File: config.mk
export PLATFORM = sky130hd
export DESIGN_NAME = flow_proc_sf
export DESIGN_NICKNAME = d
export VERILOG_FILES = /design/src/rtl/flow_proc_pkg.sv /design/src/rtl/flow_proc_ram.sv /design/src/rtl/flow_proc_sf.sv
export SDC_FILE = /design/constraint.sdc
export NUM_CORES = 1
export LEC_CHECK = 0
export CAP_MARGIN = 20
export CORE_MARGIN = 1
export CORE_UTILIZATION = 45
export DETAILED_ROUTE_END_ITERATION = 8
export DONT_BUFFER_PORTS = 1
export PLACE_DENSITY = 0.63
export SLEW_MARGIN = 20
export SYNTH_ARGS = -nofsm -noshare
export SYNTH_HDL_FRONTEND = slang
export SYNTH_SLANG_ARGS = --single-unit
File: constraint.sdc
create_clock -name clk -period 13.6 [get_ports clk]
set_input_delay 2.04 -clock clk [delete_from_list [all_inputs] [get_ports clk]]
set_output_delay 2.04 -clock clk [all_outputs]
set_load 0.03 [all_outputs]
File: src/rtl/flow_proc_pkg.sv
// Shared types and constants for the flow_proc_sf store-and-forward packet buffer.
package flow_proc_pkg;

    typedef enum logic [1:0] {
        IDLE,
        RECV,
        DROP
    } in_state_e;

    localparam int STAT_W = 16;

endpackage

File: src/rtl/flow_proc_ram.sv
// Simple dual-port buffer memory: synchronous write, registered read with enable.
module flow_proc_ram #(
    parameter int WIDTH = 10,
    parameter int DEPTH = 64,
    localparam int AW = $clog2(DEPTH)
) (
    input  logic             clk,
    input  logic             rst,
    input  logic             i_wr_en,
    input  logic [AW-1:0]    i_wr_addr,
    input  logic [WIDTH-1:0] i_wr_data,
    input  logic             i_rd_en,
    input  logic [AW-1:0]    i_rd_addr,
    output logic [WIDTH-1:0] o_rd_data
);

    logic [WIDTH-1:0] r_mem [DEPTH];
    logic [WIDTH-1:0] r_rd_data;

    always_ff @(posedge clk) begin
        if (i_wr_en) begin
            r_mem[i_wr_addr] <= i_wr_data;
        end
    end

    // The read register doubles as the output stage, so it holds while not enabled.
    always_ff @(posedge clk or posedge rst) begin
        if (rst) begin
            r_rd_data <= '0;
        end else if (i_rd_en) begin
            r_rd_data <= r_mem[i_rd_addr];
        end
    end

    assign o_rd_data = r_rd_data;

endmodule

File: src/rtl/flow_proc_sf.sv
// Store-and-forward packet buffer: commits whole packets, drops bad ones, streams on valid/ready.
// Optional statistics counters are enabled with the FLOW_PROC_STATS_EN macro.
module flow_proc_sf
    import flow_proc_pkg::*;
#(
    parameter int DATA_WIDTH = 8,
    parameter int DEPTH      = 64,
    parameter int MAX_LEN    = 32,
    localparam int CNT_W     = $clog2(MAX_LEN + 1)
) (
    input  logic                  clk,
    input  logic                  rst,
    input  logic                  data_in_vld,
    input  logic                  sop_in_vld,
    input  logic                  eop_in_vld,
    input  logic [DATA_WIDTH-1:0] data_in,
    output logic                  data_out_vld,
    output logic                  sop_out_vld,
    output logic                  eop_out_vld,
    output logic [DATA_WIDTH-1:0] data_out,
    input  logic                  out_rdy,
    output logic                  fb_vld,
    output logic                  fb_eop,
    output logic [CNT_W-1:0]      fb_cnt,
`ifdef FLOW_PROC_STATS_EN
    output logic [STAT_W-1:0]     stat_pkt_cnt,
    output logic [STAT_W-1:0]     stat_drop_cnt,
`endif
    output logic                  drop_vld
);

    localparam int AW = $clog2(DEPTH);
    localparam int PW = AW + 1;
    localparam int EW = DATA_WIDTH + 2;

    in_state_e        r_state, w_state_d;
    logic [PW-1:0]    r_wr_tmp, w_wr_tmp_d;
    logic [PW-1:0]    r_wr_cmt, w_wr_cmt_d;
    logic [PW-1:0]    r_rd;
    logic [CNT_W-1:0] r_len, w_len_d;
    logic [PW-1:0]    w_base;
    logic             w_full;
    logic             w_we;
    logic [AW-1:0]    w_waddr;
    logic             w_drop;
    logic             r_drop;

    logic             r_out_vld;
    logic             w_rd_en;
    logic             w_xfer;
    logic [EW-1:0]    w_rdata;
    logic [CNT_W-1:0] r_out_len;
    logic             r_fb_vld;
    logic [CNT_W-1:0] r_fb_cnt;

    // A sop always restarts from the committed pointer, discarding any partial packet.
    assign w_base = sop_in_vld ? r_wr_cmt : r_wr_tmp;
    assign w_full = ((w_base - r_rd) == PW'(DEPTH));

    always_comb begin
        w_state_d  = r_state;
        w_wr_tmp_d = r_wr_tmp;
        w_wr_cmt_d = r_wr_cmt;
        w_len_d    = r_len;
        w_we       = 1'b0;
        w_waddr    = r_wr_tmp[AW-1:0];
        w_drop     = 1'b0;
        if (data_in_vld) begin
            if (sop_in_vld) begin
                if (r_state == RECV) begin
                    w_drop     = 1'b1;
                    w_wr_tmp_d = r_wr_cmt;
                end
                if (w_full) begin
                    w_drop     = 1'b1;
                    w_wr_tmp_d = r_wr_cmt;
                    w_state_d  = eop_in_vld ? IDLE : DROP;
                end else begin
                    w_we       = 1'b1;
                    w_waddr    = r_wr_cmt[AW-1:0];
                    w_wr_tmp_d = r_wr_cmt + 1'b1;
                    w_len_d    = CNT_W'(1);
                    if (eop_in_vld) begin
                        w_wr_cmt_d = r_wr_cmt + 1'b1;
                        w_state_d  = IDLE;
                    end else begin
                        w_state_d  = RECV;
                    end
                end
            end else begin
                unique case (r_state)
                    IDLE: ;
                    DROP: begin
                        if (eop_in_vld) begin
                            w_state_d = IDLE;
                        end
                    end
                    RECV: begin
                        if (r_len == CNT_W'(MAX_LEN) || w_full) begin
                            w_drop     = 1'b1;
                            w_wr_tmp_d = r_wr_cmt;
                            w_state_d  = eop_in_vld ? IDLE : DROP;
                        end else begin
                            w_we       = 1'b1;
                            w_wr_tmp_d = r_wr_tmp + 1'b1;
                            w_len_d    = r_len + 1'b1;
                            if (eop_in_vld) begin
                                w_wr_cmt_d = r_wr_tmp + 1'b1;
                                w_state_d  = IDLE;
                            end
                        end
                    end
                    default: w_state_d = IDLE;
                endcase
            end
        end
    end

    always_ff @(posedge clk or posedge rst) begin
        if (rst) begin
            r_state  <= IDLE;
            r_wr_tmp <= '0;
            r_wr_cmt <= '0;
            r_len    <= '0;
            r_drop   <= 1'b0;
        end else begin
            r_state  <= w_state_d;
            r_wr_tmp <= w_wr_tmp_d;
            r_wr_cmt <= w_wr_cmt_d;
            r_len    <= w_len_d;
            r_drop   <= w_drop;
        end
    end

    flow_proc_ram #(
        .WIDTH (EW),
        .DEPTH (DEPTH)
    ) u_ram (
        .clk       (clk),
        .rst       (rst),
        .i_wr_en   (w_we),
        .i_wr_addr (w_waddr),
        .i_wr_data ({sop_in_vld, eop_in_vld, data_in}),
        .i_rd_en   (w_rd_en),
        .i_rd_addr (r_rd[AW-1:0]),
        .o_rd_data (w_rdata)
    );

    // Refill the output stage whenever it is empty or being emptied this cycle.
    assign w_xfer  = r_out_vld & out_rdy;
    assign w_rd_en = (r_rd != r_wr_cmt) & (~r_out_vld | out_rdy);

    always_ff @(posedge clk or posedge rst) begin
        if (rst) begin
            r_rd      <= '0;
            r_out_vld <= 1'b0;
            r_out_len <= '0;
            r_fb_vld  <= 1'b0;
            r_fb_cnt  <= '0;
        end else begin
            if (w_rd_en) begin
                r_rd      <= r_rd + 1'b1;
                r_out_vld <= 1'b1;
            end else if (w_xfer) begin
                r_out_vld <= 1'b0;
            end
            r_fb_vld <= w_xfer & w_rdata[EW-2];
            r_fb_cnt <= '0;
            if (w_xfer) begin
                if (w_rdata[EW-2]) begin
                    r_out_len <= '0;
                    r_fb_cnt  <= r_out_len + 1'b1;
                end else begin
                    r_out_len <= r_out_len + 1'b1;
                end
            end
        end
    end

    assign data_out_vld = r_out_vld;
    assign sop_out_vld  = w_rdata[EW-1];
    assign eop_out_vld  = w_rdata[EW-2];
    assign data_out     = w_rdata[DATA_WIDTH-1:0];
    assign fb_vld       = r_fb_vld;
    assign fb_eop       = r_fb_vld;
    assign fb_cnt       = r_fb_cnt;
    assign drop_vld     = r_drop;

`ifdef FLOW_PROC_STATS_EN
    logic [STAT_W-1:0] r_stat_pkt;
    logic [STAT_W-1:0] r_stat_drop;

    always_ff @(posedge clk or posedge rst) begin
        if (rst) begin
            r_stat_pkt  <= '0;
            r_stat_drop <= '0;
        end else begin
            if (r_fb_vld && r_stat_pkt != '1) begin
                r_stat_pkt <= r_stat_pkt + 1'b1;
            end
            if (r_drop && r_stat_drop != '1) begin
                r_stat_drop <= r_stat_drop + 1'b1;
            end
        end
    end

    assign stat_pkt_cnt  = r_stat_pkt;
    assign stat_drop_cnt = r_stat_drop;
`endif

endmodule

# After elaboration in Yosys (flattened, before gate mapping)
# Memories as Yosys holds them, arrays and structs flattened. A register that Yosys moved wholly into a read port is not among the register bits.
# Index checks and enable logic that the tools add are counted.
dict set report classes {
  addsub 6
  n_eq_ne 8
  muxes 43
  bitwise 5
  reduce_logical 8
}
# operator n
set ops {}
lappend ops {{two-way mux 7 bit} 11}
lappend ops {{two-way mux 6 bit} 10}
lappend ops {{adder 7 x 1 -> 7 bit (second input constant)} 3}
lappend ops {{two-way mux 1 bit} 16}
lappend ops {{adder 6 x 1 -> 6 bit (second input constant)} 2}
lappend ops {{two-way mux 2 bit} 5}
lappend ops {{equality test 7 bit (second input constant)} 1}
lappend ops {{inequality test 7 bit} 1}
lappend ops {{subtractor 7 bit} 1}
lappend ops {{equality test 6 bit (second input constant)} 1}
lappend ops {{inequality test 2 bit (second input constant)} 3}
lappend ops {{case mux 2 bit (3 select lines)} 1}
lappend ops {{AND reduction 5 bit} 1}
lappend ops {{AND reduction 2 bit} 2}
lappend ops {{AND reduction 4 bit} 1}
lappend ops {{nonzero test 2 bit} 2}
lappend ops {{AND 1 bit} 3}
lappend ops {{equality test 2 x 1 -> 1 bit (second input constant)} 1}
lappend ops {{equality test 2 bit (second input constant)} 1}
lappend ops {{logical NOT 2 bit} 1}
lappend ops {{logical OR 1 bit} 1}
lappend ops {{NOT 1 bit} 1}
lappend ops {{bitwise OR 1 bit} 1}
dict set report word_totals {
  reg_bits 44
  ram_bits 640
  in_bits 14
  out_inout_bits 20
  wordCells 81
  n_memories 1
}
# memory depth width read_ports rd_clocked_by_memory_dff wr line_no
set mem_list {}
lappend mem_list {u_ram.r_mem 64 10 1 1 1 flow_proc_ram.sv:17} ;# logic [WIDTH-1:0] r_mem [DEPTH];

# Depth between registers and ports, before layout
# Gate-level depths: netlist of the first run.
dict set report depth {
  word_depth 10
  depth_mapped 15
  depth_no_buf 10
}

# Hierarchy
# Synthesis of the first run repeated with hierarchy kept, for this count alone.
dict set report unflattened {
  hier_cells 1476
  area_unflattened_um2 28289.6
}
# module instances cells_per_inst area_each_um2 seq_area_each_um2
set by_module_without_submodules {}
lappend by_module_without_submodules {flow_proc_ram 1 1145 25255.5 19468.7}
lappend by_module_without_submodules {flow_proc_sf 1 331 3034.2 1101.1}

# Least setup slack after synthesis of the first run
# OpenSTA, ideal clock, no wires.
dict set report synth_timing {
  path_type {input port to flip-flop}
  start {in sop_in_vld}
  end {mem u_ram.r_mem[57][0], enable pin}
  setup_time_ns 0.390
  t_arrival_ns 5.922
  required_time_ns 13.210
  slack_ns 7.288
  path_stages 13
  path_buffers 4
  cell_sequence {buf_2 buf_1 clkbuf_1 mux2_2 ha_1 and3b_1 or3_1 a211oi_2 o221ai_2 o21ai_2 buf_6 mux2_2 nor3_1}
}
dict set report synth_via {
  elab_chain_len 10
  elab_cells_between_ends 14
  classes_between {add/sub: 1; eq/ne: 1; mux: 11; reduce/logical: 1}
}
# element line_no
set synth_rtl {}
lappend synth_rtl {{start: declaration} flow_proc_sf.sv:14} ;# input logic sop_in_vld,
lappend synth_rtl {{two-way mux 7 bit} flow_proc_sf.sv:57} ;# assign w_base = sop_in_vld ? r_wr_cmt : r_wr_tmp;
lappend synth_rtl {{subtractor 7 bit} flow_proc_sf.sv:58} ;# assign w_full = ((w_base - r_rd) == PW'(DEPTH));
lappend synth_rtl {{equality test 7 bit} flow_proc_sf.sv:58}
lappend synth_rtl {{logical OR 1 bit} flow_proc_sf.sv:99} ;# if (r_len == CNT_W'(MAX_LEN) || w_full) begin
lappend synth_rtl {{two-way mux 1 bit} flow_proc_sf.sv:99}
lappend synth_rtl {{two-way mux 1 bit} flow_proc_sf.sv:91} ;# unique case (r_state)
lappend synth_rtl {{two-way mux 1 bit} flow_proc_sf.sv:69} ;# if (sop_in_vld) begin
lappend synth_rtl {{two-way mux 1 bit} flow_proc_sf.sv:68} ;# if (data_in_vld) begin
lappend synth_rtl {{two-way mux 1 bit} flow_proc_ram.sv:21} ;# if (i_wr_en) begin
lappend synth_rtl {{two-way mux 1 bit (not written as such)} flow_proc_ram.sv:22} ;# r_mem[i_wr_addr] <= i_wr_data;
lappend synth_rtl {{end: declaration} flow_proc_ram.sv:17}
# Parallel ways exist; a longest one is shown, timed or not.

# Final worst setup path of the first run
dict set report layout_timing {
  start {in sop_in_vld}
  end {mem u_ram.r_mem[52][2], enable pin}
}
# Same word-level chain as after synthesis.

==> results.md, run 1 <==
- Sequential cell area fraction in the yosys report: 72.6%
- Syn nets: 1447
- Final #Nets: 1497
- R2R depth: 11
- Mapped Cells: 1417
- Most frequent cells in the layout: 640 x edfxtp_1, 200 x mux4_2, 75 x clkbuf_16
- EDFF count, synth: 640
- Synth warnings: 0
- Post-route ant nets: 0
- First-pass GRT wire length: 95200 um
- DP Area: 29500 sq um
- Worst-path clk slew: 0.06 ns
- Final wirelength: 63200 um
- CTS tree: done
- Clock power share: 29.8%
- Initial Utilization: 45.7%
- Worst Hold Class: flip-flop to flip-flop
- Final setup viols: 0
- Worst path max stage delay: 0.83 ns
- Met2 usage: 29.6%
- Initial antenna violation count: 0
- Multi-input gate area: 7310 sq um
- Leak pwr: 10.2 nW
- Global Route Usage Sum: 20.5%
- Via count: 14100
- Fin crit period: 5.83 ns
- Netlist cell types: 69
- Max Cap Violations: 0
- Worst setup endpoint: u_ram.r_mem[52][2]
- VDD IR max: 0.0965 mV
- Crit path cell chain: mux2_2, ha_1, and3b_1, or3_1, a211oi_2, o221ai_2, o21ai_2, a32oi_2, buf_4, nor2_1
- Reg-to-reg endpoint: u_ram.r_mem[52][2]
- FMAX: 172 MHz
- Final hold violation count: 0
- CTS Buffer Depth: 3
- Commonest non-fill, non-tap cell in the layout: edfxtp_1
- Synth Register Bits: 694
- Worst setup SP type: input pin
- HP Start: r_len[4]
- Area of the core: 61900 sq um
- Setup bufs post-CTS: 0
- Die ar.: 64000 sq um
- Mapped cell area: 28300 sq um
- Tcrit/Tclk final: 42.9%
- Pins Over Slew Limit: 0
- Switching fraction of total power: 31.6%
- Post-CTS Hold Buffers: 0
- Die Wd: 253 um
- Final instance area: 31800 sq um
- Remaining DRCs: 0
- Ys async rst share: 7.78%
- Vias in the first global route: 14100
- Antenna fix cells: 0
- Critical Path End Type: flip-flop
- Synth area leaders: edfxtp_1 68%, mux4_2 16%, dfrtp_1 4.8%
- Flop pwr share: 41.8%
- WP buf/inv: 1
- Routed length per placed instance: 26.7 um
- Met1 GRT Util: 31.4%
- Worst slew pin tran: 1.07 ns
- Max FO, Critical Path: 109
- TritonCTS Sinks: 694
- Die Span Y: 253 um
- Slowest cell on crit path: nor2_1
- First drt pass iteration count: 5
- # fillers: 4876
- RSZ-0062 raised after global routing: false
- DRT iter0 DRCs: 1715
- Crit Reg-Reg Startpoint: r_rd[2]
- Synth Flop Type: edfxtp_1
- Comb pwr share: 28.4%
- Grt ovf: 0
- Worst EP arrival: 6.05 ns
- Port bufs: 0
- WP data required: 13.82 ns
- Leading area contributor after synthesis: edfxtp_1
- Clk root buf: clkbuf_16
- Ports: 34
- Grt met3 use: 4.36%
- Final GP Congestion: 0.823
- Post-synth top area share: 67.8%
- Final Skew: 0.0195 ns
- Most used routing layer: met1
- Switch Pwr: 0.00201 W
- Fin Setup TNS: 0 ns
- Syn_area_per_cell: 20.0 sq um
- H-tree levels: 3
- Clock Latency Late Sink: 0.62 ns
- Post-CTS sizing: 0
- Layout cells sized above 1: 26.7%
- TritonCTS buffer count: 73
- Crit-path leading delay family: compound AO/OA/AOI/OAI gates
- Stages on worst setup path: 10
- Pint: 0.00434 W
- Critical path type: input pin to flip-flop
- Hold path depth: 1
- Rows: 91
- Reg area: 20600 sq um
- Largest net degree at the start of global routing: 110
- R2R setup slack: 7.93 ns
- PD cells: 200 nW/um^2
- Max_slew headroom: 28.2%
- Vias per cell: 5.95
- Syn-to-layout area delta: 12.2%
- Setup crit start: sop_in_vld
- Post-DP HPWL: 37700 um
- Status: finished clean
power by group through the flow:
| stage | Combinational [W] | Sequential (W) | Clock [W] |
|---|---|---|---|
| detailed placement | 0.00180 | 0.00270 | 0 |
| CTS | 0.00181 | 0.00265 | 0.00193 |
| finish | 0.00181 | 0.00265 | 0.00189 |
| global placement | 0.00179 | 0.00270 | 0 |
| global route | 0.00194 | 0.00267 | 0.00202 |
| floorplan | 0.00138 | 0.00255 | 0 |
worst register-to-register path: stages, from the launching register on:
cell	delay (ns)
dfrtp_1	0.44
inv_2	0.60
buf_4	0.56
ha_1	0.37
and3b_1	0.22
or3_1	0.37
a211oi_2	0.29
o221ai_2	0.20
o21ai_2	0.72
a32oi_2	0.38
buf_4	0.29
nor2_1	0.83
kinds of logic (layout without fill, tap and decap cells):
kind of cell,Yosys count,after routing,synth area share (%)
compound gates,129,129,3.35
xor+xnor,28,28,0.866
fa+ha+maj,16,16,0.707
buf+inv,108,218,1.62
flops,694,694,72.6
mux,231,231,17.0
simple gates,211,211,3.83
per-stage QoR:
stage          hold WS [ns]  setup WS [ns]  cells  util, %  total power [W]
5_1_grt               0.524           7.57   2364     51.3          0.00662
4_1_cts               0.518           7.80   2363     51.3          0.00639
2_1_floorplan         0.469           7.29   1417        -          0.00393
3_5_place_dp          0.507           7.18   2228     47.6          0.00450
6_report              0.518           7.77   2364     51.3          0.00635
3_3_place_gp          0.497           7.31   2228     47.6          0.00448
per-layer routing:
metal	vias up	wire [um]
met2	572	28700
li1	5997	-
met4	0	1330
met1	7396	28000
met3	91	5150
met5	-	0
Yosys cell counts (3+ instances only):
master	n
o221ai_1	11
o21ai_0	28
nand3_1	20
nor3b_1	5
buf_1	10
xnor2_1	19
or3_1	3
nand4_1	8
buf_2	19
a31oi_1	5
o31ai_1	7
a21o_1	3
mux2_2	3
edfxtp_1	640
buf_6	3
a2111oi_0	3
xor2_1	9
nor3_2	8
clkbuf_1	53
a21oi_1	30
mux4_2	200
o22ai_1	5
and4_1	3
inv_1	19
o211ai_1	3
ha_1	16
nor3_1	63
dfrtp_1	54
nor2b_1	5
nor2_1	31
nand2_1	45
mux2i_1	27
and2_1	7
state kept, by name (all words and copies together), names as in the netlist:
register	count
r_wr_cmt	7
data_out_vld	1
u_ram.r_mem	640
drop_vld	1
fb_cnt	6
r_len	6
r_state	2
u_ram.o_rd_data	10
r_out_len	6
r_wr_tmp	7
fb_eop	1
r_rd	7
how the worst min path moves through the flow:
| stage | end |
|---|---|
| global route | r_len[4] |
| detailed placement | fb_cnt[0] |
| CTS | fb_cnt[0] |
| floorplan | r_len[4] |
| global placement | r_len[4] |
| finish | r_len[4] |
cell type report:
class / instances / share of cell area, %
Timing Repair Buffer: 62 / 1.53
Clock buffer: 95 / 6.36
Tap cell: 837 / 3.29
Sequential cell: 694 / 64.7
Multi-Input combinational cell: 615 / 23.0
Inverter: 21 / 0.248
Clock inverter: 40 / 0.846
Power figures use the tool's default switching activity.
==> run 2, diff against run 1 <==
--- a/config.mk
+++ b/config.mk
@@ -10,7 +10,7 @@
 export CORE_UTILIZATION = 45
 export DETAILED_ROUTE_END_ITERATION = 8
 export DONT_BUFFER_PORTS = 1
-export PLACE_DENSITY = 0.63
+export PLACE_DENSITY = 0.65
 export SLEW_MARGIN = 20
 export SYNTH_ARGS = -nofsm -noshare
 export SYNTH_HDL_FRONTEND = slang
==> constraint.sdc (replaced) <==
create_clock -name clk -period 5.2 [get_ports clk]
set_input_delay 0.78 -clock clk [delete_from_list [all_inputs] [get_ports clk]]
set_output_delay 0.78 -clock clk [all_outputs]
set_load 0.03 [all_outputs]
==> run 2 against run 1 <==
Count of clock-buffer cells in the layout shrank 3. Combinational power grew to 2.8 times the previous value. Worst hold slack lost 0.26 ns. Utilization grew 0.52 points.
==> results.md, run 2 (synthesis results as in run 1) <==
- Via count: 14300 (+2.1%)
- First-pass GRT wire length: 98400 um (+3.4%)
- Reg area: 20600 sq um (unchanged)
- Rows: 91 (unchanged)
- Most frequent cells in the layout: 640 x edfxtp_1, 200 x mux4_2, 74 x clkbuf_16
- HP Start: data_in[5]
- Clk root buf: clkbuf_16
- Clock Latency Late Sink: 0.62 ns (about the same)
- Layout cells sized above 1: 27.6% (+0.89 points)
- Reg-to-reg endpoint: u_ram.r_mem[55][8]
- Status: finished clean
- R2R setup slack: 0.72 ns (-7.21 ns)
- WP buf/inv: 3 (+2)
- TritonCTS Sinks: 694 (unchanged)
- Fin crit period: 4.48 ns
- Worst Hold Slack: 0.254 ns (-0.264 ns)
- Fin Setup TNS: 0 ns (unchanged)
- VDD IR max: 0.428 mV (+340%)
- Final setup viols: 0 (unchanged)
- Vias in the first global route: 14300 (+1.5%)
- Initial Utilization: 45.7% (unchanged)
- Area of the core: 61900 sq um (unchanged)
- PD cells: 530 nW/um^2 (+170%)
- # fillers: 4883 (+0.14%)
- Max_slew headroom: 24.5% (-3.7 points)
- Crit Reg-Reg Startpoint: r_wr_tmp[1]
- First drt pass iteration count: 6 (+1)
- Routed length per placed instance: 27.8 um (+3.8%)
- Leak pwr: 10.3 nW (+0.80%)
- Vias per cell: 6.06 (+1.9%)
- Worst EP arrival: 4.70 ns (-1.35 ns)
- Post-route ant nets: 0 (unchanged)
- FMAX: 223 MHz
- Largest net degree at the start of global routing: 164 (+49%)
- R2R depth: 12 (+1)
- Final Skew: 0.0299 ns (+0.0104 ns)
- Die Span Y: 253 um (unchanged)
- WP data required: 5.43 ns (-8.39 ns)
- TritonCTS buffer count: 72 (-1.4%)
- Critical Path End Type: flip-flop
- Worst-path clk slew: 0.06 ns (about the same)
- Critical path type: flip-flop to flip-flop
- Hold path depth: 0 (-1)
- H-tree levels: 3 (unchanged)
- Multi-input gate area: 7410 sq um (+1.3%)
- Max Cap Violations: 0 (unchanged)
- Ports: 34 (unchanged)
- Initial antenna violation count: 1 (+1)
- RSZ-0062 raised after global routing: false
- Final Util: 51.8% (+0.52 points)
- Slowest cell on crit path: nor2_1
- Final wirelength: 65700 um (+4.1%)
- Setup bufs post-CTS: 0 (unchanged)
- Hold endpoint: u_ram.r_mem[22][5]
- Pins Over Slew Limit: 0 (unchanged)
- Grt ovf: 0 (unchanged)
- Flip-flop count of the largest register after layout: 640 (unchanged)
- Worst setup SP type: flip-flop
- Antenna fix cells: 0 (unchanged)
- Most used cell, CP: buf_12
- Post-DP HPWL: 39300 um (+4.1%)
- Top reg by flops: u_ram.r_mem
- Max FO, Critical Path: 16 (-85%)
- Final GP Congestion: 0.870 (+5.7%)
- Die ar.: 64000 sq um (unchanged)
- Worst slew pin tran: 1.13 ns (+0.0591 ns)
- Worst path max stage delay: 0.84 ns (about the same)
- Commonest non-fill, non-tap cell in the layout: edfxtp_1
- Worst Hold Class: input pin to flip-flop
- CTS Buffer Depth: 3 (unchanged)
- Crit-path leading delay family: simple AND/OR/NAND/NOR gates
- Syn-to-layout area delta: 13.4%
- Crit path cell chain: inv_1, o21ai_0, ha_1, and3b_1, or3_1, a211oi_2, o221ai_2, o21ai_2, buf_12, mux2i_2, buf_12, nor2_1
- Global Route Usage Sum: 21.3% (+0.77 points)
- Die Wd: 253 um (unchanged)
- Final hold violation count: 0 (unchanged)
- CTS tree: done
- DRT iter0 DRCs: 1718 (+0.17%)
- Port bufs: 0 (unchanged)
- Tcrit/Tclk final: 86.1%
- Final #Nets: 1506 (+0.60%)
- Remaining DRCs: 0 (unchanged)
run 2: worst max path at each step:
stage / start / endpoint / slack (ns) / depth (start not counted)
global route: r_wr_tmp[1] / u_ram.r_mem[27][4] / 0.45 / 11
finish: r_wr_tmp[1] / u_ram.r_mem[55][8] / 0.72 / 12
floorplan: sop_in_vld / u_ram.r_mem[58][0] / 0.15 / 13
detailed placement: sop_in_vld / u_ram.r_mem[29][6] / 0.19 / 10
global placement: sop_in_vld / u_ram.r_mem[58][8] / 0.19 / 10
CTS: r_wr_tmp[1] / u_ram.r_mem[29][6] / 0.52 / 11
run 2: report_power, final:
| group | switching, W | internal [W] | total, W |
|---|---|---|---|
| sequential | 0.000389 | 0.00636 | 0.00675 |
| clock | 0.00210 | 0.00307 | 0.00518 |
| combinational | 0.00281 | 0.00228 | 0.00509 |
| total | 0.00530 | 0.0117 | 0.0170 |
run 2: layout make-up:
class | instances | area share (%)
Clock buffer | 92 | 5.98
Clock inverter | 38 | 1.45
Inverter | 21 | 0.245
Multi-Input combinational cell | 615 | 23.1
Sequential cell | 694 | 64.1
Tap cell | 837 | 3.26
Timing Repair Buffer | 72 | 1.92
run 2: metal layers:
metal | track usage [%] | vias up | wire length [um]
met5 | 0 | - | 13
met4 | 5.06 | 2 | 1170
met3 | 4.85 | 91 | 5500
met2 | 30.7 | 634 | 29600
met1 | 32.8 | 7609 | 29500
li1 | - | 6011 | -
run 2: worst reg2reg max path: stages, from the launching register on:
cell and delay, ns:
dfrtp_1 0.50, inv_1 0.20, o21ai_0 0.22, ha_1 0.28
and3b_1 0.20, or3_1 0.37, a211oi_2 0.33, o221ai_2 0.22
o21ai_2 0.46, buf_12 0.20, mux2i_2 0.09, buf_12 0.18
nor2_1 0.84
run 2: timing repair:
action,in CTS,in global routing
hold buffers,1,0
resized for setup,0,0
hold endpoints to repair,11,0
run 2: through the flow:
step | cell area, sq um | setup WS (ns) | total power (W) | instances
floorplan | 28300 | 0.148 | 0.0103 | 1417
global placement | 29600 | 0.190 | 0.0119 | 2238
detailed placement | 29700 | 0.186 | 0.0120 | 2238
CTS | 32100 | 0.515 | 0.0171 | 2369
global route | 32100 | 0.453 | 0.0176 | 2369
finish | 32100 | 0.722 | 0.0170 | 2369
==> run 3, diff against run 2 <==
--- a/config.mk
+++ b/config.mk
@@ -6,7 +6,7 @@
 export NUM_CORES = 1
 export LEC_CHECK = 0
 export CAP_MARGIN = 20
-export CORE_MARGIN = 1
+export CORE_MARGIN = 3
 export CORE_UTILIZATION = 45
 export DETAILED_ROUTE_END_ITERATION = 8
 export DONT_BUFFER_PORTS = 1
==> run 3 against run 2 <==
Non-clock buffer count increased by 4. Cell area decreased by 0.14%. Count of clock-buffer cells in the layout decreased by 4. Via count increased by 0.24%. Routed wire length decreased by 0.90%. Maximum frequency increased by 1.0%. Clock skew decreased by 0.0055 ns. First-iteration DRC count increased by 3.5%. Worst hold slack improved by 0.019 ns. Total power decreased by 0.97%. Register-to-register slack improved by 0.05 ns. Sequential share of layout area increased by 0.090 points. Critical path type unchanged. Largest cell class unchanged. Highest routed layer is now met4.
==> results.md, run 3 (synthesis results as in run 1) <==
- Grt ovf: 0 (unchanged)
- Layout cells sized above 1: 28.3% (+0.64 points)
- Pins Over Slew Limit: 0 (unchanged)
- R2R setup slack: 0.77 ns (+0.05 ns)
- Final Skew: 0.0244 ns (-0.00553 ns)
- Setup bufs post-CTS: 0 (unchanged)
- Crit path cell chain: inv_1, o21ai_0, ha_1, and4_1, o21ai_0, and4_1, o221a_2, a211oi_2, nand2_2, buf_4, nor3_2
- Final setup viols: 0 (unchanged)
- Syn-to-layout area delta: 13.2%
- FMAX: 226 MHz (+1.0%)
- Worst slew pin tran: 0.991 ns (-0.142 ns)
- Antenna fix cells: 0 (unchanged)
- Final Util: 51.8% (-0.073 points)
- Post-CTS Hold Buffers: 0 (-1)
- Global Route Usage Sum: 20.2% (-1.1 points)
- VDD IR max: 0.378 mV (-12%)
- First drt pass iteration count: 5 (-1)
- Port bufs: 0 (unchanged)
- Ports: 34 (unchanged)
- First-pass GRT wire length: 98800 um (+0.46%)
- Remaining DRCs: 0 (unchanged)
- RSZ-0062 raised after global routing: false
- Critical path type: flip-flop to flip-flop
- TritonCTS Sinks: 694 (unchanged)
- Final GP Congestion: 0.885 (+1.7%)
- TritonCTS buffer count: 72 (unchanged)
- Largest net degree at the start of global routing: 164 (unchanged)
- Die ar.: 66000 sq um (+3.2%)
- Max Cap Violations: 0 (unchanged)
- Area of the core: 61900 sq um (unchanged)
- Worst-path clk slew: 0.06 ns (about the same)
- Flip-flop count of the largest register after layout: 640 (unchanged)
- Commonest non-fill, non-tap cell in the layout: edfxtp_1
- Post-route ant nets: 0 (unchanged)
- Vias per cell: 6.06 (about the same)
- Worst path max stage delay: 0.74 ns (-0.10 ns)
- Fin Setup TNS: 0 ns (unchanged)
- Leak pwr: 10.3 nW (-0.13%)
- CTS tree: done
- Rows: 91 (unchanged)
- Status: finished clean
- Clk root buf: clkbuf_16
- Slowest cell on crit path: nor3_2
- Final hold violation count: 0 (unchanged)
- DRT iter0 DRCs: 1778 (+3.5%)
- Most frequent cells in the layout: 640 x edfxtp_1, 200 x mux4_2, 74 x clkbuf_16
- CTS Buffer Depth: 3 (unchanged)
- Max FO, Critical Path: 20 (+4)
- Top reg by flops: u_ram.r_mem
- Die Wd: 257 um (+1.6%)
- PD cells: 526 nW/um^2 (-0.83%)
- Worst setup SP type: flip-flop
- Vias in the first global route: 14400 (+1.2%)
- Clock Latency Late Sink: 0.60 ns (-0.02 ns)
- # fillers: 4842 (-0.84%)
- Critical Path End Type: flip-flop
- Die Span Y: 257 um (+1.6%)
- Final #Nets: 1510 (+0.27%)
- Worst Hold Class: input pin to asynchronous set/reset pin
- Post-DP HPWL: 38600 um (-1.8%)
- Initial Utilization: 45.7% (unchanged)
- Post-CTS sizing: 0 (unchanged)
- Routed length per placed instance: 27.5 um (-1.1%)
- Initial antenna violation count: 0 (-1)
- Fin crit period: 4.43 ns (-0.0456 ns)
- Via count: 14400 (+0.24%)
- WP data required: 5.41 ns (-0.02 ns)
- Tcrit/Tclk final: 85.2% (-0.88 points)
- Max_slew headroom: 33.6% (+9.1 points)
- Final wirelength: 65200 um (-0.90%)
- H-tree levels: 3 (unchanged)
- Worst EP arrival: 4.65 ns (-0.05 ns)
==> run 3: cell types whose count changed in the layout (fill, tap and decap cells not counted), sizes merged <==
cell | before | now
buf | 71 | 76
bufinv | 9 | 5
clkbuf | 92 | 88
clkinv | 28 | 27
clkinvlp | 1 | 6
dlygate4sd3 | 1 | 0
inv | 21 | 25
==> run 3: final timing paths <==
kind	start	endpoint	cells past startpoint
max	r_wr_tmp[3]	u_ram.r_mem[3][6]	11
min	rst	fb_eop	2
max reg2reg	r_wr_tmp[3]	u_ram.r_mem[3][6]	11
min reg2reg	r_out_len[0]	fb_cnt[0]	1
max in group asynchronous	rst	r_rd[1]	2
min in group clk	data_in[4]	u_ram.r_mem[25][4]	0
==> run 3: stage by stage <==
stage                     hold slack (ns)  setup WS (ns)  total power (W)  cells  instance area (sq um)
after floorplan                     0.469          0.148           0.0103   1417                  28300
after global routing                0.244          0.501           0.0176   2373                  32100
after detailed placement            0.508          0.376           0.0120   2241                  29700
after CTS                           0.253          0.650           0.0170   2371                  32000
final                               0.273          0.768           0.0169   2373                  32100
after global placement              0.497          0.329           0.0120   2238                  29600
==> run 3: per-layer routing <==
layer	up-vias	track usage [%]	wire length [um]
met3	82	4.85	5490
met5	-	0	0
met1	7655	30.7	28700
li1	6026	-	-
met4	0	4.88	1140
met2	618	29.8	29800
==> run 3: area by class of cell <==
type / count / area, sq um / share of cell area, %
clock inverters: 42 / 359 / 1.12
inverters: 21 / 78.8 / 0.246
well taps: 837 / 1050 / 3.27
flip-flops and latches: 694 / 20600 / 64.2
clock buffers: 88 / 1910 / 5.97
multi-input cells: 615 / 7410 / 23.1
repair buffers: 76 / 683 / 2.13
==> run 3: where the power goes <==
| group | internal, W | switching, W |
|---|---|---|
| Clock | 0.00288 | 0.00207 |
| Combinational | 0.00232 | 0.00292 |
| Sequential | 0.00636 | 0.000302 |
| Total | 0.0116 | 0.00529 |
==> run 3: critical path, delay by kind of cell, from the launching register on <==
family | cells | cell delay, ns
AND/OR/NAND/NOR | 4 | 1.66
AO/OA/AOI/OAI | 4 | 0.91
buffers and inverters | 2 | 0.59
flip-flops | 1 | 0.47
adder cells (fa/ha/maj) | 1 | 0.40
